### src/rtl/pcileech_ft601_emu_pkg.sv
// pcileech_ft601_emu shared package:
// byte-order helper and err_flags bit map.
package pcileech_ft601_pkg;

  localparam int ERR_RX_UNDERRUN  = 0;
  localparam int ERR_TX_OVERRUN   = 1;
  localparam int ERR_BUS_CONFLICT = 2;
  localparam int ERR_BE           = 3;

  function automatic logic [31:0] byteswap32(input logic [31:0] w);
    return {w[7:0], w[15:8], w[23:16], w[31:24]};
  endfunction

endpackage

### src/rtl/pcileech_ft601_emu_if.sv
// Word stream valid/ready bundle used
// between the bus logic and the FIFOs.
interface pcileech_ft601_emu_if;

  logic [31:0] data;
  logic        valid;
  logic        ready;

  modport master (output data, output valid, input ready);
  modport slave  (input data, input valid, output ready);

endinterface

### src/rtl/pcileech_ft601_emu_fifo.sv
// Synchronous FWFT FIFO; also reports the
// head word and count as they will be after this edge.
module pcileech_ft601_emu_fifo #(
  parameter int AW = 4
) (
  input  logic                 clk,
  input  logic                 rst_n,
  pcileech_ft601_emu_if.slave  push,
  pcileech_ft601_emu_if.master pop,
  output logic [31:0]          head_nxt,
  output logic [AW:0]          count_nxt
);

  logic [AW:0] wr_q, wr_d;
  logic [AW:0] rd_q, rd_d;
  logic [31:0] mem_q [0:(1<<AW)-1];
  logic        full;
  logic        empty;
  logic        do_push;
  logic        do_pop;

  always_comb begin
    empty   = (wr_q == rd_q);
    full    = (wr_q[AW] != rd_q[AW]) &&
              (wr_q[AW-1:0] == rd_q[AW-1:0]);
    do_push = push.valid & ~full;
    do_pop  = pop.ready & ~empty;
    wr_d    = wr_q + {{AW{1'b0}}, do_push};
    rd_d    = rd_q + {{AW{1'b0}}, do_pop};
    count_nxt = wr_d - rd_d;
    // a word pushed into the slot the head moves to bypasses the array
    if (do_push && (wr_q[AW-1:0] == rd_d[AW-1:0]))
      head_nxt = push.data;
    else
      head_nxt = mem_q[rd_d[AW-1:0]];
  end

  assign push.ready = ~full;
  assign pop.valid  = ~empty;
  assign pop.data   = mem_q[rd_q[AW-1:0]];

  always_ff @(posedge clk or negedge rst_n) begin
    if (!rst_n) begin
      wr_q <= '0;
      rd_q <= '0;
    end else begin
      wr_q <= wr_d;
      rd_q <= rd_d;
    end
  end

  always_ff @(posedge clk) begin
    if (do_push)
      mem_q[wr_q[AW-1:0]] <= push.data;
  end

endmodule

### src/rtl/pcileech_ft601_emu.sv
// FT601 245-sync FIFO device-side model.
// Optional TX stall: PCILEECH_FT601_EMU_TXBURST_EN.
module pcileech_ft601_emu #(
  parameter int RX_DEPTH_LOG2  = 4,
  parameter int TX_DEPTH_LOG2  = 4,
  parameter int TX_BURST_WORDS = 8,
  parameter int TX_HOLDOFF     = 3
) (
  input  logic        clk,
  input  logic        rst_n,
  input  logic [31:0] ft_data_i,
  output logic [31:0] ft_data_o,
  output logic        ft_data_oe,
  input  logic [3:0]  ft_be_i,
  output logic        ft_rxf_n,
  output logic        ft_txe_n,
  input  logic        ft_oe_n,
  input  logic        ft_rd_n,
  input  logic        ft_wr_n,
  input  logic        ft_siwu_n,
  input  logic [31:0] host_din,
  input  logic        host_din_valid,
  output logic        host_din_ready,
  output logic [31:0] host_dout,
  output logic        host_dout_valid,
  input  logic        host_dout_ready,
  output logic [3:0]  err_flags
);
  import pcileech_ft601_pkg::*;

  localparam logic [TX_DEPTH_LOG2:0] TX_FULL =
    {1'b1, {TX_DEPTH_LOG2{1'b0}}};

  pcileech_ft601_emu_if rx_in ();
  pcileech_ft601_emu_if rx_out ();
  pcileech_ft601_emu_if tx_in ();
  pcileech_ft601_emu_if tx_out ();

  logic [RX_DEPTH_LOG2:0] rx_cnt_nxt;
  logic [TX_DEPTH_LOG2:0] tx_cnt_nxt;
  logic [31:0]            rx_head_nxt;
  logic [31:0]            tx_head_nxt;
  logic [31:0]            data_o_q, data_o_d;
  logic                   data_oe_q, data_oe_d;
  logic                   rxf_n_q, rxf_n_d;
  logic                   txe_n_q, txe_n_d;
  logic [3:0]             err_q, err_d;
  logic                   hold_off;
  logic                   unused_ok;

  assign rx_in.data      = host_din;
  assign rx_in.valid     = host_din_valid;
  assign host_din_ready  = rx_in.ready;
  assign rx_out.ready    = ~ft_oe_n & ~ft_rd_n;
  assign tx_in.data      = byteswap32(ft_data_i);
  assign tx_in.valid     = ~ft_wr_n & ~txe_n_q;
  assign tx_out.ready    = host_dout_ready;
  assign host_dout       = tx_out.data;
  assign host_dout_valid = tx_out.valid;

  pcileech_ft601_emu_fifo #(.AW(RX_DEPTH_LOG2)) u_rx (
    .clk       (clk),
    .rst_n     (rst_n),
    .push      (rx_in),
    .pop       (rx_out),
    .head_nxt  (rx_head_nxt),
    .count_nxt (rx_cnt_nxt)
  );

  pcileech_ft601_emu_fifo #(.AW(TX_DEPTH_LOG2)) u_tx (
    .clk       (clk),
    .rst_n     (rst_n),
    .push      (tx_in),
    .pop       (tx_out),
    .head_nxt  (tx_head_nxt),
    .count_nxt (tx_cnt_nxt)
  );

`ifdef PCILEECH_FT601_EMU_TXBURST_EN
  localparam int BCW = $clog2(TX_BURST_WORDS + 1);
  localparam int HCW = $clog2(TX_HOLDOFF + 1);

  logic [BCW-1:0] burst_q, burst_d;
  logic [HCW-1:0] hold_q, hold_d;

  always_comb begin
    burst_d = burst_q;
    hold_d  = (hold_q != '0) ? hold_q - HCW'(1) : hold_q;
    if (tx_in.valid) begin
      burst_d = burst_q + BCW'(1);
      if (burst_d == BCW'(TX_BURST_WORDS)) begin
        burst_d = '0;
        hold_d  = HCW'(TX_HOLDOFF);
      end
    end
  end

  assign hold_off = (hold_d != '0);

  always_ff @(posedge clk or negedge rst_n) begin
    if (!rst_n) begin
      burst_q <= '0;
      hold_q  <= '0;
    end else begin
      burst_q <= burst_d;
      hold_q  <= hold_d;
    end
  end

  assign unused_ok = ft_siwu_n ^ tx_in.ready ^
                     (^rx_out.data) ^ (^tx_head_nxt);
`else
  assign hold_off  = 1'b0;
  assign unused_ok = ft_siwu_n ^ tx_in.ready ^
                     (^rx_out.data) ^ (^tx_head_nxt) ^
                     (TX_BURST_WORDS != 0) ^ (TX_HOLDOFF != 0);
`endif

  always_comb begin
    // bus keeps its last word once nothing is left to show
    data_o_d  = (rx_cnt_nxt == '0) ? data_o_q
                                   : byteswap32(rx_head_nxt);
    data_oe_d = ~ft_oe_n;
    rxf_n_d   = (rx_cnt_nxt == '0);
    txe_n_d   = (tx_cnt_nxt == TX_FULL) | hold_off;
    err_d     = err_q;
    if (~ft_rd_n & ~rx_out.valid)
      err_d[ERR_RX_UNDERRUN] = 1'b1;
    if (~ft_wr_n & txe_n_q)
      err_d[ERR_TX_OVERRUN] = 1'b1;
    if ((~ft_wr_n & ~ft_oe_n) |
        (~ft_rd_n & ft_oe_n) |
        (~ft_wr_n & data_oe_q))
      err_d[ERR_BUS_CONFLICT] = 1'b1;
    if (~ft_wr_n & (ft_be_i != 4'hF))
      err_d[ERR_BE] = 1'b1;
  end

  always_ff @(posedge clk or negedge rst_n) begin
    if (!rst_n) begin
      data_o_q  <= '0;
      data_oe_q <= 1'b0;
      rxf_n_q   <= 1'b1;
      txe_n_q   <= 1'b0;
      err_q     <= '0;
    end else begin
      data_o_q  <= data_o_d;
      data_oe_q <= data_oe_d;
      rxf_n_q   <= rxf_n_d;
      txe_n_q   <= txe_n_d;
      err_q     <= err_d;
    end
  end

  assign ft_data_o  = data_o_q;
  assign ft_data_oe = data_oe_q;
  assign ft_rxf_n   = rxf_n_q;
  assign ft_txe_n   = txe_n_q;
  assign err_flags  = err_q;

endmodule

### config.mk
export PLATFORM = sky130hd
export DESIGN_NAME = pcileech_ft601_emu
export DESIGN_NICKNAME = d
export VERILOG_FILES = /design/src/rtl/pcileech_ft601_emu_pkg.sv /design/src/rtl/pcileech_ft601_emu_if.sv /design/src/rtl/pcileech_ft601_emu_fifo.sv /design/src/rtl/pcileech_ft601_emu.sv
export SDC_FILE = /design/constraint.sdc
export NUM_CORES = 1
export LEC_CHECK = 0
export BUFFER_PORTS_ARGS = -buffer_cell sky130_fd_sc_hd__clkbuf_2
export CAP_MARGIN = 30
export CORE_MARGIN = 2
export CORE_UTILIZATION = 41
export DETAILED_ROUTE_END_ITERATION = 16
export MAX_ROUTING_LAYER = met4
export SYNTH_ARGS = -nofsm -noshare
export SYNTH_HDL_FRONTEND = slang
export SYNTH_SLANG_ARGS = --single-unit
### constraint.sdc
create_clock -name clk -period 8.15 [get_ports clk]
set_clock_uncertainty 0.05 [all_clocks]
set_input_delay 1.2225 -clock clk [delete_from_list [all_inputs] [get_ports clk]]
set_output_delay 1.2225 -clock clk [all_outputs]
set_load 0.01 [all_outputs]
==> results by group, run 1 <==
STA
  • Setup TNS: 0 ns
  • Final worst-path cycle share: 0.729
  • RSZ-0062 raised after global routing: false
  • Slew headroom: 0.326
  • Actual slew at the worst max-slew pin: 1.01 ns
  • Fmax: 168 MHz
  • Max Slew Vio Count: 0
  • Hold Violations, Final: 0
  • Clock period minus worst slack: 5.95 ns
  • Final setup fails: 0

Final layout
  • Nets: 2,023
  • Share of cells above drive strength 1: 0.385
  • Core Util, Final: 0.477
  • Area Growth Syn to Fin: 15.1%
  • Fill cell count: 8,189
  • Most frequent cells in the layout: edfxtp_1 (1,024), mux4_2 (315), clkbuf_2 (146), clkbuf_16 (111), mux2_2 (64)
  • Commonest non-fill, non-tap cell in the layout: edfxtp_1

Drt
  • M1 wire length: 41.0 mm
  • DR top layer: met4
  • WL met2: 45.2 mm
  • DRT iter0 DRCs: 2,063
  • DRC Markers: 0
  • Met3 WL post-DR: 5.50 mm
  • DR pass1 iterations: 7
  • Vias per cell: 5.54
  • Routed len/inst: 27.6 um
  • Final wirelength: 93.5 mm
  • Antenna viol nets, final: 0
  • Via count: 18,700

CTS
  • CTS Buf Count: 108
  • CTS tree: built
  • CTS Hold Buffers Added: 0
  • Number of buffers on the longest clock path: 3
  • CTS sink cnt: 1,083
  • Clk root buf: clkbuf_16
  • Post-CTS Resized: 0
  • H-tree Lvls: 3
  • Worst-Skew Late Latency: 0.68 ns
  • Post-CTS Setup Inserts: 0
  • Clock slew at reported path FFs: 0.06 ns

Pwr
  • Power per cell area: 368 nW/um^2
  • LEAKAGE: 15.4 nW
  • Internal: 12.5 mW
  • Sw Ratio: 0.294
  • Sequential power share: 0.406
  • Comb pwr share: 0.320
  • Sw power: 5.18 mW
  • Worst IR drop on VDD: 250 uV
  • Clock share of power: 0.274

Min path
  • HP Start: err_flags[3]$_DFFE_PN0P_
  • WHS Path Cells: 1
  • Worst hold path class: reg2reg
  • Hold Crit Endpoint: err_flags[3]$_DFFE_PN0P_

Floorplan
  • Die width: 323 um
  • Core area: 100,000 sq um
  • Initial Util: 0.415
  • Die H: 323 um
  • Num rows: 116
  • Overall die area: 104,000 sq um
  • Ports: 149

Place
  • Placer Congestion: 0.716
  • I/O Buffers: 147
  • Hpwl dp: 46.5 mm

Yosys
  • Post-synthesis cell count: 1,707
  • Sequential area share after synthesis: 0.774
  • Syn Nets: 1,798
  • Netlist cell types: 40
  • Warnings from Yosys: 0
  • Syn Area/Cell: 24.4 sq um
  • Synth Register Bits: 1,083
  • Synth Flop Type: edfxtp_1
  • Cell Area, Synth: 41,700 sq um
  • Post-synth EDFFs: 1,024
  • Ys async rst share: 0.0545

Critical path
  • R2r endpoint: ft_data_o[21]$_DFFE_PN0P_
  • Largest fanout on the critical path: 54
  • Setup crit end kind: flop
  • R2R depth: 12
  • R2R setup slack: 2.20 ns
  • Crit path arrival time: 6.45 ns
  • CP Class: reg2reg
  • Worst reg2reg startpoint: u_rx.wr_q[2]$_DFF_PN0_
  • CP startpoint kind: flop
  • CP required: 8.65 ns

Job
  • Max Cap Viol: 0

GRT
  • Vias in the first global route: 19,900
  • Global-route wire length before repair: 136 mm
  • Largest net degree at the start of global routing: 107
  • Initial antenna violation count: 10
  • All-Layer GR Usage: 0.188
  • Global route overflow: 0

Status
  • Status: completed
==> per-layer routing <==
metal,track usage,up-vias
li1,-,7761
met1,0.262,10300
met2,0.289,543
met3,0.0336,139
met4,0.0484,0
met5,-,-
==> per-stage QoR <==
step                      cells  hold WS (ns)  worst slack [ns]  cell area (sq um)  power (mW)
after floorplan            1707         0.443              3.48              41700        11.2
after global placement     3175         0.392              2.20              44400        12.9
after detailed placement   3177         0.396              2.15              44400        13.0
after CTS                  3374         0.398              2.14              47900        17.9
after global routing       3384         0.418              1.82              47900        18.5
final                      3386         0.404              2.20              47900        17.7
==> worst max path at each step <==
stage | from | end | slack [ns]
after detailed placement | u_rx.wr_q[2]$_DFF_PN0_ | ft_data_o[2]$_DFFE_PN0P_ | 2.15
final | u_rx.wr_q[2]$_DFF_PN0_ | ft_data_o[21]$_DFFE_PN0P_ | 2.20
after global placement | u_rx.wr_q[2]$_DFF_PN0_ | ft_data_o[2]$_DFFE_PN0P_ | 2.20
after CTS | u_rx.wr_q[2]$_DFF_PN0_ | ft_data_o[2]$_DFFE_PN0P_ | 2.14
after global routing | u_rx.wr_q[2]$_DFF_PN0_ | ft_data_o[2]$_DFFE_PN0P_ | 1.82
after floorplan | ft_wr_n | u_tx.mem_q[1][0]$_DFFE_PP_ | 3.48
==> power groups by stage <==
stage / clock network (mW) / logic, mW / registers, mW
6_report: 4.84 / 5.65 / 7.17
5_1_grt: 5.17 / 6.09 / 7.23
4_1_cts: 4.97 / 5.75 / 7.18
3_5_place_dp: 0 / 5.74 / 7.30
3_3_place_gp: 0 / 5.65 / 7.26
2_1_floorplan: 0 / 4.16 / 7.09
==> sequential cells by signal, indices dropped and copies added, names as in the netlist <==
name,cells
err_flags,4
ft_rxf_n,1
ft_data_o,32
u_rx.rd_q,5
ft_txe_n,1
u_rx.mem_q,512
u_tx.mem_q,512
u_rx.wr_q,5
ft_data_oe,1
u_tx.wr_q,5
u_tx.rd_q,5
==> critical path: stages, from the launching register on <==
cell,delay [ns]
dfrtp_1,0.70
xor2_1,0.16
nor4_1,0.69
nor2b_1,0.28
nor3_1,0.15
ha_4,0.20
ha_4,0.53
buf_4,0.71
buf_4,0.79
mux4_2,0.42
mux4_2,0.48
mux2_2,0.27
mux2_2,0.26
==> Yosys cell counts (13+ instances only) <==
library cell	count	share of area
clkbuf_1	43	0.0039
dfrtp_1	58	0.035
ha_1	15	0.0045
buf_4	13	0.0023
mux2_2	64	0.017
inv_1	14	0.0013
mux4_2	315	0.17
xor2_1	23	0.0048
nor2_1	24	0.0022
buf_2	21	0.0025
edfxtp_1	1024	0.74
==> cell families after synthesis <==
kind of cell	count (synthesis)	share of synthesized area
compound gates	12	0.00207
xor+xnor	36	0.00835
fa+ha+maj	16	0.00475
buf+inv	99	0.0113
flops	1083	0.774
mux	384	0.191
simple gates	77	0.00928
==> area by class of cell <==
class	count	area, sq um	share of cell area
antenna	10	25.0	0.000522
clock buffer	136	2920	0.0609
clock inverter	61	531	0.0111
inverter	15	56.3	0.00117
multi-input combinational	525	9250	0.193
sequential	1083	32200	0.672
tap	1357	1700	0.0354
timing repair buffer	199	1220	0.0255
(Power assumes the default switching activity.)
==> run 2: changes to the inputs <==
==> constraint.sdc (replaced) <==
create_clock -name clk -period 5.6 [get_ports clk]
set_clock_uncertainty 0.05 [all_clocks]
set_input_delay 0.84 -clock clk [delete_from_list [all_inputs] [get_ports clk]]
set_output_delay 0.84 -clock clk [all_outputs]
set_load 0.01 [all_outputs]
==> run 2 against run 1 <==
Routed wire length fell by 2.3%. Critical path type unchanged. Critical endpoint is now ft_data_o[9]$_DFFE_PN0P_. Cell count rose by 0.24%. Via count fell by 1.6%.
==> results by group, run 2 (same netlist as run 1, synthesis figures left out) <==
Status
  • Status: completed

CTS
  • CTS Buf Count: 109
  • CTS Hold Buffers Added: 1
  • Number of buffers on the longest clock path: 3
  • H-tree Lvls: 3
  • Clk root buf: clkbuf_16
  • Post-CTS Setup Inserts: 0
  • CTS tree: built
  • Worst-Skew Late Latency: 0.70 ns
  • CTS sink cnt: 1,083
  • Clock slew at reported path FFs: 0.06 ns
  • Post-CTS Resized: 0

Pwr
  • Sequential power share: 0.403
  • Clock share of power: 0.272
  • Internal: 18.0 mW
  • Sw power: 7.60 mW
  • Worst IR drop on VDD: 410 uV
  • Comb pwr share: 0.325
  • Power per cell area: 534 nW/um^2
  • Sw Ratio: 0.297
  • LEAKAGE: 15.4 nW

Floorplan
  • Die H: 323 um
  • Overall die area: 104,000 sq um
  • Num rows: 116
  • Ports: 149
  • Core area: 100,000 sq um
  • Initial Util: 0.415
  • Die width: 323 um

Drt
  • Vias per cell: 5.44
  • Antenna viol nets, final: 0
  • Routed len/inst: 26.9 um
  • DRC Markers: 0
  • DR pass1 iterations: 4
  • Final wirelength: 91.4 mm
  • Via count: 18,500
  • DRT iter0 DRCs: 1,878

STA
  • Actual slew at the worst max-slew pin: 0.950 ns
  • Final worst-path cycle share: 0.873
  • Max Slew Vio Count: 0
  • Final setup fails: 0
  • Clock period minus worst slack: 4.89 ns
  • Slew headroom: 0.367
  • RSZ-0062 raised after global routing: false
  • Hold Violations, Final: 0
  • Fmax: 205 MHz
  • Setup TNS: 0 ns

GRT
  • Global route overflow: 0
  • Global-route wire length before repair: 133 mm
  • Initial antenna violation count: 10
  • All-Layer GR Usage: 0.183
  • Largest net degree at the start of global routing: 92
  • Vias in the first global route: 19,500

Critical path
  • CP Class: reg2reg
  • Largest fanout on the critical path: 37
  • Crit path arrival time: 5.40 ns
  • CP startpoint kind: flop
  • Setup crit end kind: flop
  • CP required: 6.11 ns

Final layout
  • Area Growth Syn to Fin: 15.1%
  • Share of cells above drive strength 1: 0.387
  • Fill cell count: 8,114
  • Commonest non-fill, non-tap cell in the layout: edfxtp_1
  • Most frequent cells in the layout: edfxtp_1 (1,024), mux4_2 (315), clkbuf_2 (146), clkbuf_16 (109), mux2_2 (64)
  • Finished Layout Cells: 3,394
  • Nets: 2,025

Place
  • Placer Congestion: 0.719
  • Placed insts: 3,179
  • I/O Buffers: 147
  • Hpwl dp: 48.4 mm

Job
  • Max Cap Viol: 0

Min path
  • Worst hold path class: in2reg
run 2: changes by cell type in the layout (fill, tap and decap cells not counted), sizes merged:
| cell | delta |
|---|---|
| clkbuf | +9 |
| dlygate4sd3 | +1 |
| diode | -2 |
| bufinv | -4 |
| clkinv | +4 |
run 2: metrics by stage:
| stage | area, sq um | setup slack [ns] | total power, mW | hold slack, ns | util |
|---|---|---|---|---|---|
| floorplan | 41700 | 1.23 | 16.4 | 0.443 | - |
| global placement | 44400 | 0.718 | 18.8 | 0.391 | 0.442 |
| detailed placement | 44400 | 0.635 | 19.0 | 0.398 | 0.443 |
| CTS | 47900 | 0.604 | 26.0 | 0.226 | 0.477 |
| global route | 48000 | 0.351 | 26.8 | 0.262 | 0.478 |
| finish | 48000 | 0.711 | 25.6 | 0.283 | 0.478 |
run 2: cell type report:
cell class / count / area [sq um] / share of cell area
clock inverter: 61 / 546 / 0.0114
inverter: 15 / 56.3 / 0.00117
tap: 1357 / 1700 / 0.0354
sequential: 1083 / 32200 / 0.672
multi-input combinational: 525 / 9240 / 0.193
timing repair buffer: 200 / 1230 / 0.0256
clock buffer: 145 / 2940 / 0.0614
antenna: 8 / 20.0 / 0.000417
run 2: routing by layer:
metal  GRT usage  part of all wire  vias up
met2       0.282              0.49      475
met4      0.0476             0.018        0
met3      0.0310             0.055      108
li1            -                 -     7794
met1       0.255              0.44    10100
met5           -                 0        -
run 2: worst paths after layout:
check | startpoint | slack [ns] | cells past startpoint | to
worst max register to register | u_rx.wr_q[2]$_DFF_PN0_ | 0.71 | 13 | ft_data_o[9]$_DFFE_PN0P_
min in group asynchronous | rst_n | 0.50 | 2 | ft_data_o[3]$_DFFE_PN0P_
worst max-delay path | u_rx.wr_q[2]$_DFF_PN0_ | 0.71 | 13 | ft_data_o[9]$_DFFE_PN0P_
worst min register to register | err_flags[1]$_DFFE_PN0P_ | 0.40 | 1 | err_flags[1]$_DFFE_PN0P_
max in group asynchronous | rst_n | 3.78 | 3 | u_tx.rd_q[1]$_DFF_PN0_
worst min-delay path | ft_oe_n | 0.28 | 2 | ft_data_oe$_DFF_PN0_
run 2: power groups by stage:
stage,registers (mW),clock network (mW),logic [mW]
after detailed placement,10.5,0,8.50
after global routing,10.4,7.44,8.92
after CTS,10.3,7.14,8.53
after floorplan,10.3,0,6.05
after global placement,10.4,0,8.39
final,10.3,6.98,8.31
run 2: critical path, cell delays in order (launching register included):
cell	delay, ns
dfrtp_1	0.68
xor2_1	0.13
nor4_1	0.70
nor2b_1	0.26
nor3_1	0.15
ha_4	0.19
ha_4	0.68
o21ba_2	0.25
a31oi_1	0.06
maj3_1	0.39
and3_1	0.21
o21ai_4	0.25
buf_12	0.30
mux2_2	0.38
